## config.mk

```make
export PLATFORM = sky130hd
export DESIGN_NAME = axi_read_arbiter
export DESIGN_NICKNAME = d
export VERILOG_FILES = /design/src/rtl/axi_read_arbiter.sv
export SDC_FILE = /design/constraint.sdc
export NUM_CORES = 1
export LEC_CHECK = 0
export CELL_PAD_IN_SITES_DETAIL_PLACEMENT = 0
export CELL_PAD_IN_SITES_GLOBAL_PLACEMENT = 1
export CORE_UTILIZATION = 13
export CTS_BUF_LIST = sky130_fd_sc_hd__clkbuf_4 sky130_fd_sc_hd__clkbuf_8
export DETAILED_ROUTE_END_ITERATION = 8
export GPL_TIMING_DRIVEN = 0
export PLACE_DENSITY_LB_ADDON = 0.1
export SYNTH_ARGS = -nofsm -noshare
export SYNTH_HDL_FRONTEND = slang
export SYNTH_SLANG_ARGS = --single-unit
```

## constraint.sdc

```tcl
create_clock -name clk -period 2.1 [get_ports clk]
set_input_delay 0.21 -clock clk [delete_from_list [all_inputs] [get_ports clk]]
set_output_delay 0.21 -clock clk [all_outputs]
set_load 0.02 [all_outputs]
```

## src/rtl/axi_read_arbiter.sv

```systemverilog
// axi_read_arbiter: merges the instruction-cache and data-cache AXI read
// channels onto one master read port. One transaction is in flight at a time;
// the grant is held until the last R beat is accepted, and ties alternate.
module axi_read_arbiter #(
  parameter logic [3:0] ID_INST = 4'd0,
  parameter logic [3:0] ID_DATA = 4'd1
) (
  input  logic        clk,
  input  logic        rst,
  // instruction cache side
  input  logic [31:0] inst_araddr,
  input  logic [7:0]  inst_arlen,
  input  logic        inst_arvalid,
  output logic        inst_arready,
  output logic [31:0] inst_rdata,
  output logic        inst_rlast,
  output logic        inst_rvalid,
  input  logic        inst_rready,
  // data cache side
  input  logic [31:0] data_araddr,
  input  logic [7:0]  data_arlen,
  input  logic        data_arvalid,
  output logic        data_arready,
  output logic [31:0] data_rdata,
  output logic        data_rlast,
  output logic        data_rvalid,
  input  logic        data_rready,
  // master read port
  output logic [3:0]  arid,
  output logic [31:0] araddr,
  output logic [7:0]  arlen,
  output logic [2:0]  arsize,
  output logic [1:0]  arburst,
  output logic        arvalid,
  input  logic        arready,
  input  logic [3:0]  rid,
  input  logic [31:0] rdata,
  input  logic [1:0]  rresp,
  input  logic        rlast,
  input  logic        rvalid,
  output logic        rready
);

  typedef enum logic [1:0] {
    IDLE       = 2'd0,
    GRANT_INST = 2'd1,
    GRANT_DATA = 2'd2
  } state_t;

  state_t state_q, state_d;
  logic   ar_done_q, ar_done_d;   // AR of the current grant already accepted
  logic   last_data_q, last_data_d; // previous transaction served the data side
  logic   r_last_hs;
  logic   unused_s;

  // Only one transaction is ever outstanding, so rid/rresp carry no routing info.
  assign unused_s  = ^{rid, rresp};
  assign r_last_hs = rvalid & rready & rlast;

  assign arsize     = 3'b010;
  assign arburst    = 2'b01;
  assign inst_rdata = rdata;
  assign inst_rlast = rlast;
  assign data_rdata = rdata;
  assign data_rlast = rlast;

  // Register grant state, AR-issued flag and the fairness bit.
  always_ff @(posedge clk) begin
    if (rst) begin
      state_q     <= IDLE;
      ar_done_q   <= 1'b0;
      last_data_q <= 1'b1;
    end else begin
      state_q     <= state_d;
      ar_done_q   <= ar_done_d;
      last_data_q <= last_data_d;
    end
  end

  // Arbitrate in IDLE; in a grant, track the AR handshake and release on rlast.
  always_comb begin
    state_d     = state_q;
    ar_done_d   = ar_done_q;
    last_data_d = last_data_q;
    case (state_q)
      IDLE: begin
        ar_done_d = 1'b0;
        if (inst_arvalid && data_arvalid) begin
          // Tie: serve whichever side did not get the previous transaction.
          state_d = last_data_q ? GRANT_INST : GRANT_DATA;
        end else if (inst_arvalid) begin
          state_d = GRANT_INST;
        end else if (data_arvalid) begin
          state_d = GRANT_DATA;
        end else begin
          state_d = IDLE;
        end
      end
      GRANT_INST, GRANT_DATA: begin
        if (r_last_hs) begin
          state_d     = IDLE;
          ar_done_d   = 1'b0;
          last_data_d = (state_q == GRANT_DATA);
        end else if (arvalid && arready) begin
          ar_done_d = 1'b1;
        end else begin
          ar_done_d = ar_done_q;
        end
      end
      default: begin
        state_d   = IDLE;
        ar_done_d = 1'b0;
      end
    endcase
  end

  // Steer AR and R handshakes to and from the granted side only.
  always_comb begin
    araddr       = 32'd0;
    arlen        = 8'd0;
    arid         = 4'd0;
    arvalid      = 1'b0;
    rready       = 1'b0;
    inst_arready = 1'b0;
    data_arready = 1'b0;
    inst_rvalid  = 1'b0;
    data_rvalid  = 1'b0;
    case (state_q)
      GRANT_INST: begin
        araddr       = inst_araddr;
        arlen        = inst_arlen;
        arid         = ID_INST;
        arvalid      = inst_arvalid & ~ar_done_q;
        inst_arready = arready & ~ar_done_q;
        inst_rvalid  = rvalid & ar_done_q;
        rready       = inst_rready & ar_done_q;
      end
      GRANT_DATA: begin
        araddr       = data_araddr;
        arlen        = data_arlen;
        arid         = ID_DATA;
        arvalid      = data_arvalid & ~ar_done_q;
        data_arready = arready & ~ar_done_q;
        data_rvalid  = rvalid & ar_done_q;
        rready       = data_rready & ar_done_q;
      end
      default: begin
        arvalid = 1'b0;
        rready  = 1'b0;
      end
    endcase
  end

endmodule
```

==> results of run 1 <==
## power by group
part | leakage, uW | switching, uW | internal, uW
logic | 0.00149 | 408 | 526
registers | 0.0000326 | 4.54 | 81.2
clock network | 0.0000216 | 42.9 | 122
total | 0.00154 | 455 | 730
## registers in the layout (all words and copies together) (netlist names)
name,cells
state_q,2
ar_done_q,1
last_data_q,1
## per-stage QoR
step                      setup TNS [ps]  worst slack [ps]
after floorplan                        0               446
after global placement            -12420              -366
after detailed placement          -11530              -350
after CTS                              0             0.264
after global routing               -21.2             -11.0
final                                  0               102
## synthesized netlist by cell type (2+ instances only)
master,instances
a22oi_1,40
and3_1,2
buf_2,8
buf_4,74
clkbuf_1,5
conb_1,2
dfxtp_1,4
ha_1,4
inv_1,4
mux2i_1,2
nand2_1,5
nand3_1,2
nor2_1,2
nor2b_1,41
## worst min-delay path, cell delays in order, from the launching register on
cell,delay (ps)
dfxtp_1,320
nand2_1,60
mux2i_1,50
## layout make-up
class | count | area [um2] | share of cell area
multi-input combinational | 117 | 818 | 0.224
inverter | 4 | 15.0 | 0.00411
clock buffer | 3 | 41.3 | 0.0113
buffer | 88 | 657 | 0.180
tap | 143 | 179 | 0.0490
sequential | 4 | 80.1 | 0.0219
timing repair buffer | 201 | 1860 | 0.509
## worst min path at each step
stage	slack, ps	cells after the start	endpoint	from
5_1_grt	520	2	state_q[0]	state_q[0]
4_1_cts	490	2	state_q[0]	state_q[0]
3_3_place_gp	480	2	state_q[0]	state_q[0]
6_report	490	2	state_q[0]	state_q[0]
3_5_place_dp	480	2	state_q[0]	state_q[0]
2_1_floorplan	290	1	ar_done_q	rst
## cells by family (layout without fill, tap and decap cells)
| kind of cell | count (synthesis) | in the layout | synth area share |
|---|---|---|---|
| buffers and inverters | 93 | 296 | 0.425 |
| and+or+nand+nor | 57 | 57 | 0.227 |
| AOI/OAI and AO/OA | 44 | 44 | 0.222 |
| adders and majority gates | 4 | 4 | 0.0330 |
| muxes | 4 | 4 | 0.0354 |
| DFF | 4 | 4 | 0.0527 |
| other | 2 | 8 | 0.00494 |
## metal layers
layer / track usage / wire (um)
met1: 0.109 / 2540
met2: 0.201 / 3620
met3: 0.0229 / 729
met4: 0.0207 / 63
met5: 0 / 0
## what timing repair did
item | 4_1_cts | 5_1_grt
hold buffers | 0 | 0
gates resized for setup | 92 | 54
setup endpoints to repair | 46 | 42
==> impl_metrics.yaml, run 1 <==
sta:
  slew_violations: 0
  setup_violations: 0
  fin_crit_sh: 0.951
  min_period_ps: 2000
  fin_skew_ps: 1.52
  hold_viol: 0
  holdWs_ps: 488
  fmax_mhz: 501
  rsz0062_at_grt: "yes"
grt:
  grt_max_degree: 11
  grt_usage: 0.102
  grt_first_pass_wirelength_um: 9590
  antenna_found_initial: 0
  overflow: 0
  grt_pass1_vias: 1927
placement:
  io_buffers: 201
  gp_congestion: 0.729
  hpwl_um: 5910
  postPlaceCellArea_mm2: 0.00373
  placed_cells: 558
cts:
  numCtsBuffers: 3
  cts-root-buf: "clkbuf_8"
  clkLatencyLatePin_ps: 220
  clock-sinks: 4
  clk_path_buf_depth: 2
  clk_pin_slew_ps: 30
  cts_setup_buffers: 0
  htree_levels: 1
  tritoncts: "yes"
status:
  status: "finished clean"
synth:
  ys_warn_count: 0
  yosysSeqAreaShare: 0.0527
  ys_seq_elements: 4
  synth_edf_count: 0
  synthCells: 208
  netlist.area_leader.share: 0.366
  synth_cell_types: 27
  yosys.area.top_type: "buf_4"
  async_reset_ff_frac: 0
  syn_area_mm2: 0.00152
  dominantRegCellSynth: "dfxtp_1"
  synth.avg_cell_area_um2: 7.30
  ys_top_cells_by_area: "buf_4 (37%), a22oi_1 (20%), nor2b_1 (17%), dfxtp_1 (5.3%), ha_1 (3.3%)"
worst_setup_path:
  critical_path_buf_inv_count: 4
  start_kind: "flip-flop"
  required_ps: 1890
  endpoint_kind: "output pin"
  worstPathArrival_ps: 1790
  crit_fanout: 10
  cp-startpoint: "state_q[0]"
  crit_slowest_cell: "dfxtp_1"
  cp_top_family: "buffers and inverters"
  critPathCapture: "araddr[22]"
  rr_worst_depth: 6
  ff2ff_setup_slack_ps: 530
  max_stage_delay_ps: 350
  r2r-end: "state_q[1]"
  worstSetupPathType: "flip-flop to output pin"
  cp_num_cells: 7
  worstPathCellList: "inv_1 > ha_1 > buf_6 > clkbuf_4 > a22oi_1 > nor2b_1 > dlygate4sd2_1"
  reg2reg_from: "state_q[1]"
floorplanning:
  initial_core_util: 0.133
  die_h_um: 110
  rows: 39
  coreArea_mm2: 0.0114
  io_pins: 248
  die_x_um: 110
  dieArea_mm2: 0.0121
drt:
  drt-initial-drc-count: 64
  drc: 0
  vias_per_cell: 3.72
  num_vias: 2081
  final_antenna_net_count: 0
  routed_wl_um: 6950
  dr.pass1.iters: 4
  routedWlPerCell_um: 12.4
hold_path:
  hold_path_class: "flip-flop to flip-flop"
power:
  p_total_uw: 1190
  power_density_mw_per_mm2: 325
  leakage_uw: 0.00154
  vdd_ir_drop_max_mv: 0.169
layout:
  stdcell_area_mm2: 0.00365
  n_antenna_cell: 0
  post-route-util: 0.320
  syn2layout_area_growth_pct: 140
  nets: 550
  layout_commonest_cell: "clkdlybuf4s50_1"
  instances_no_fill: 560
  n_fill_cell: 1232
  most-common-layout-cells: "clkdlybuf4s50_1 (155), buf_4 (80), nor2b_1 (41), a22oi_1 (40), clkbuf_2 (30)"
  layout-drive-gt1-share: 0.324
run:
  max_cap_viol_count: 0
No activity file was read; power rests on OpenSTA's default activity.
==> inputs of run 2 (changes only) <==
--- a/config.mk
+++ b/config.mk
@@ -7,6 +7,7 @@
 export LEC_CHECK = 0
 export CELL_PAD_IN_SITES_DETAIL_PLACEMENT = 0
 export CELL_PAD_IN_SITES_GLOBAL_PLACEMENT = 1
+export CORE_MARGIN = 5
 export CORE_UTILIZATION = 13
 export CTS_BUF_LIST = sky130_fd_sc_hd__clkbuf_4 sky130_fd_sc_hd__clkbuf_8
 export DETAILED_ROUTE_END_ITERATION = 8
==> run 2 against run 1 <==
  * Critical path depth stayed put
  * Combinational power is 3.3% higher
  * Total power is 2.3% higher
  * Clock-buffer cell count stayed put
  * Core utilization is 1.0 points higher
  * Sequential share of layout area is 0.069 points lower
  * Clock power is 2% lower
  * Critical path type unchanged
==> impl_metrics.yaml, run 2 (same netlist as run 1, synthesis figures left out) <==
status:
  status: "finished clean"
layout:
  regMostFlops: "state_q"
  stdcell_area_mm2: 0.00377
  layout-drive-gt1-share: 0.321
  instances_no_fill: 560
  layout_commonest_cell: "clkdlybuf4s50_1"
  most-common-layout-cells: "clkdlybuf4s50_1 (155), buf_4 (77), nor2b_1 (41), a22oi_1 (39), clkdlybuf4s15_2 (22)"
  n_antenna_cell: 0
  post-route-util: 0.330
  largest_reg_flops: 2
  syn2layout_area_growth_pct: 148
  nets: 550
  reg_top3: "state_q x2, ar_done_q x1, last_data_q x1"
drt:
  routed_wl_um: 8150
  num_vias: 2108
  dr.pass1.iters: 4
  routedWlPerCell_um: 14.5
  final_antenna_net_count: 0
  drc: 0
  vias_per_cell: 3.76
  drt-initial-drc-count: 48
sta:
  fin_crit_sh: 0.958
  fmax_mhz: 497
  rsz0062_at_grt: "no"
  setup_violations: 0
  setup_ws_ps: 88.5
  fin_skew_ps: 0.378
  min_period_ps: 2010
  slew_violations: 0
  hold_viol: 0
power:
  power_density_mw_per_mm2: 322
  vdd_ir_drop_max_mv: 0.287
  leakage_uw: 0.00153
floorplanning:
  initial_core_util: 0.133
  die_x_um: 118
  io_pins: 248
  rows: 39
  coreArea_mm2: 0.0114
  die_h_um: 118
  dieArea_mm2: 0.0139
cts:
  tritoncts: "yes"
  cts_setup_buffers: 0
  htree_levels: 1
  clk_path_buf_depth: 2
  clk_pin_slew_ps: 30
  cts_hold_buffers: 0
  numCtsBuffers: 3
  clock-sinks: 4
  cts-root-buf: "clkbuf_8"
  clkLatencyLatePin_ps: 220
grt:
  grt_usage: 0.107
  overflow: 0
  grt_max_degree: 11
  antenna_found_initial: 0
  grt_pass1_vias: 2192
  grt_first_pass_wirelength_um: 12400
placement:
  pre_cts_slack_ps: -387
  gp_congestion: 0.699
  io_buffers: 201
  hpwl_um: 7090
  placed_cells: 558
  postPlaceCellArea_mm2: 0.00373
worst_setup_path:
  crit_slowest_cell: "dfxtp_1"
  required_ps: 1890
  worstSetupPathType: "flip-flop to output pin"
  endpoint_kind: "output pin"
  crit_fanout: 10
  worstPathCellList: "inv_1 > ha_1 > buf_6 > clkbuf_4 > a22oi_1 > nor2b_1 > clkdlybuf4s15_1"
  worstPathArrival_ps: 1800
  max_stage_delay_ps: 360
  start_kind: "flip-flop"
run:
  max_cap_viol_count: 0
hold_path:
  hold_path_class: "flip-flop to flip-flop"
run 2: path summary, 6_finish.rpt:
path,startpoint,to,slack (ps),cells after the start
worst min register to register,state_q[0],state_q[0],490,2
worst max-delay path,state_q[0],arlen[3],90,7
worst max register to register,state_q[1],state_q[1],520,6
worst min-delay path,state_q[0],state_q[0],490,2
run 2: routing by layer:
metal / GRT usage / share of wire / wire length [um] / vias up
met5: 0 / 0 / 0 / -
li1: - / - / - / 1044
met2: 0.213 / 0.55 / 4510 / 118
met1: 0.114 / 0.36 / 2920 / 944
met4: 0.00430 / 0.00098 / 8 / 0
met3: 0.0341 / 0.087 / 708 / 2
run 2: timing repair:
action | CTS | global route
gates cloned | 0 | 0
resized for setup | 116 | 31
endpoints found under the setup margin | 46 | 36
run 2: metrics by stage:
step,hold WS (ps),TNS (ps),power [uW]
6_report,488,0,1210
3_5_place_dp,490,-13270,1050
3_3_place_gp,477,-13890,1050
5_1_grt,543,0,1300
2_1_floorplan,289,0,590
4_1_cts,497,-5.95,1230
run 2: cell type report:
type / instances / area [um2]
Buffer: 88 / 671
Multi-Input combinational cell: 117 / 823
Sequential cell: 4 / 80.1
Inverter: 4 / 15.0
Fill cell: 1235 / 7650
Clock buffer: 3 / 41.3
Tap cell: 143 / 179
Timing Repair Buffer: 201 / 1960
run 2: power breakdown:
| group | internal (uW) | switching, uW | leakage, uW |
|---|---|---|---|
| sequential | 81.2 | 5.03 | 0.0000326 |
| clock | 122 | 39.3 | 0.0000216 |
| combinational | 547 | 418 | 0.00147 |
run 2: worst max-delay path, delay by kind of cell (launching register included):
kind	cells	cell delay, ps
AOI/OAI and AO/OA	1	200
adders and majority gates	1	220
buffers and inverters	4	740
DFF	1	360
and+or+nand+nor	1	70
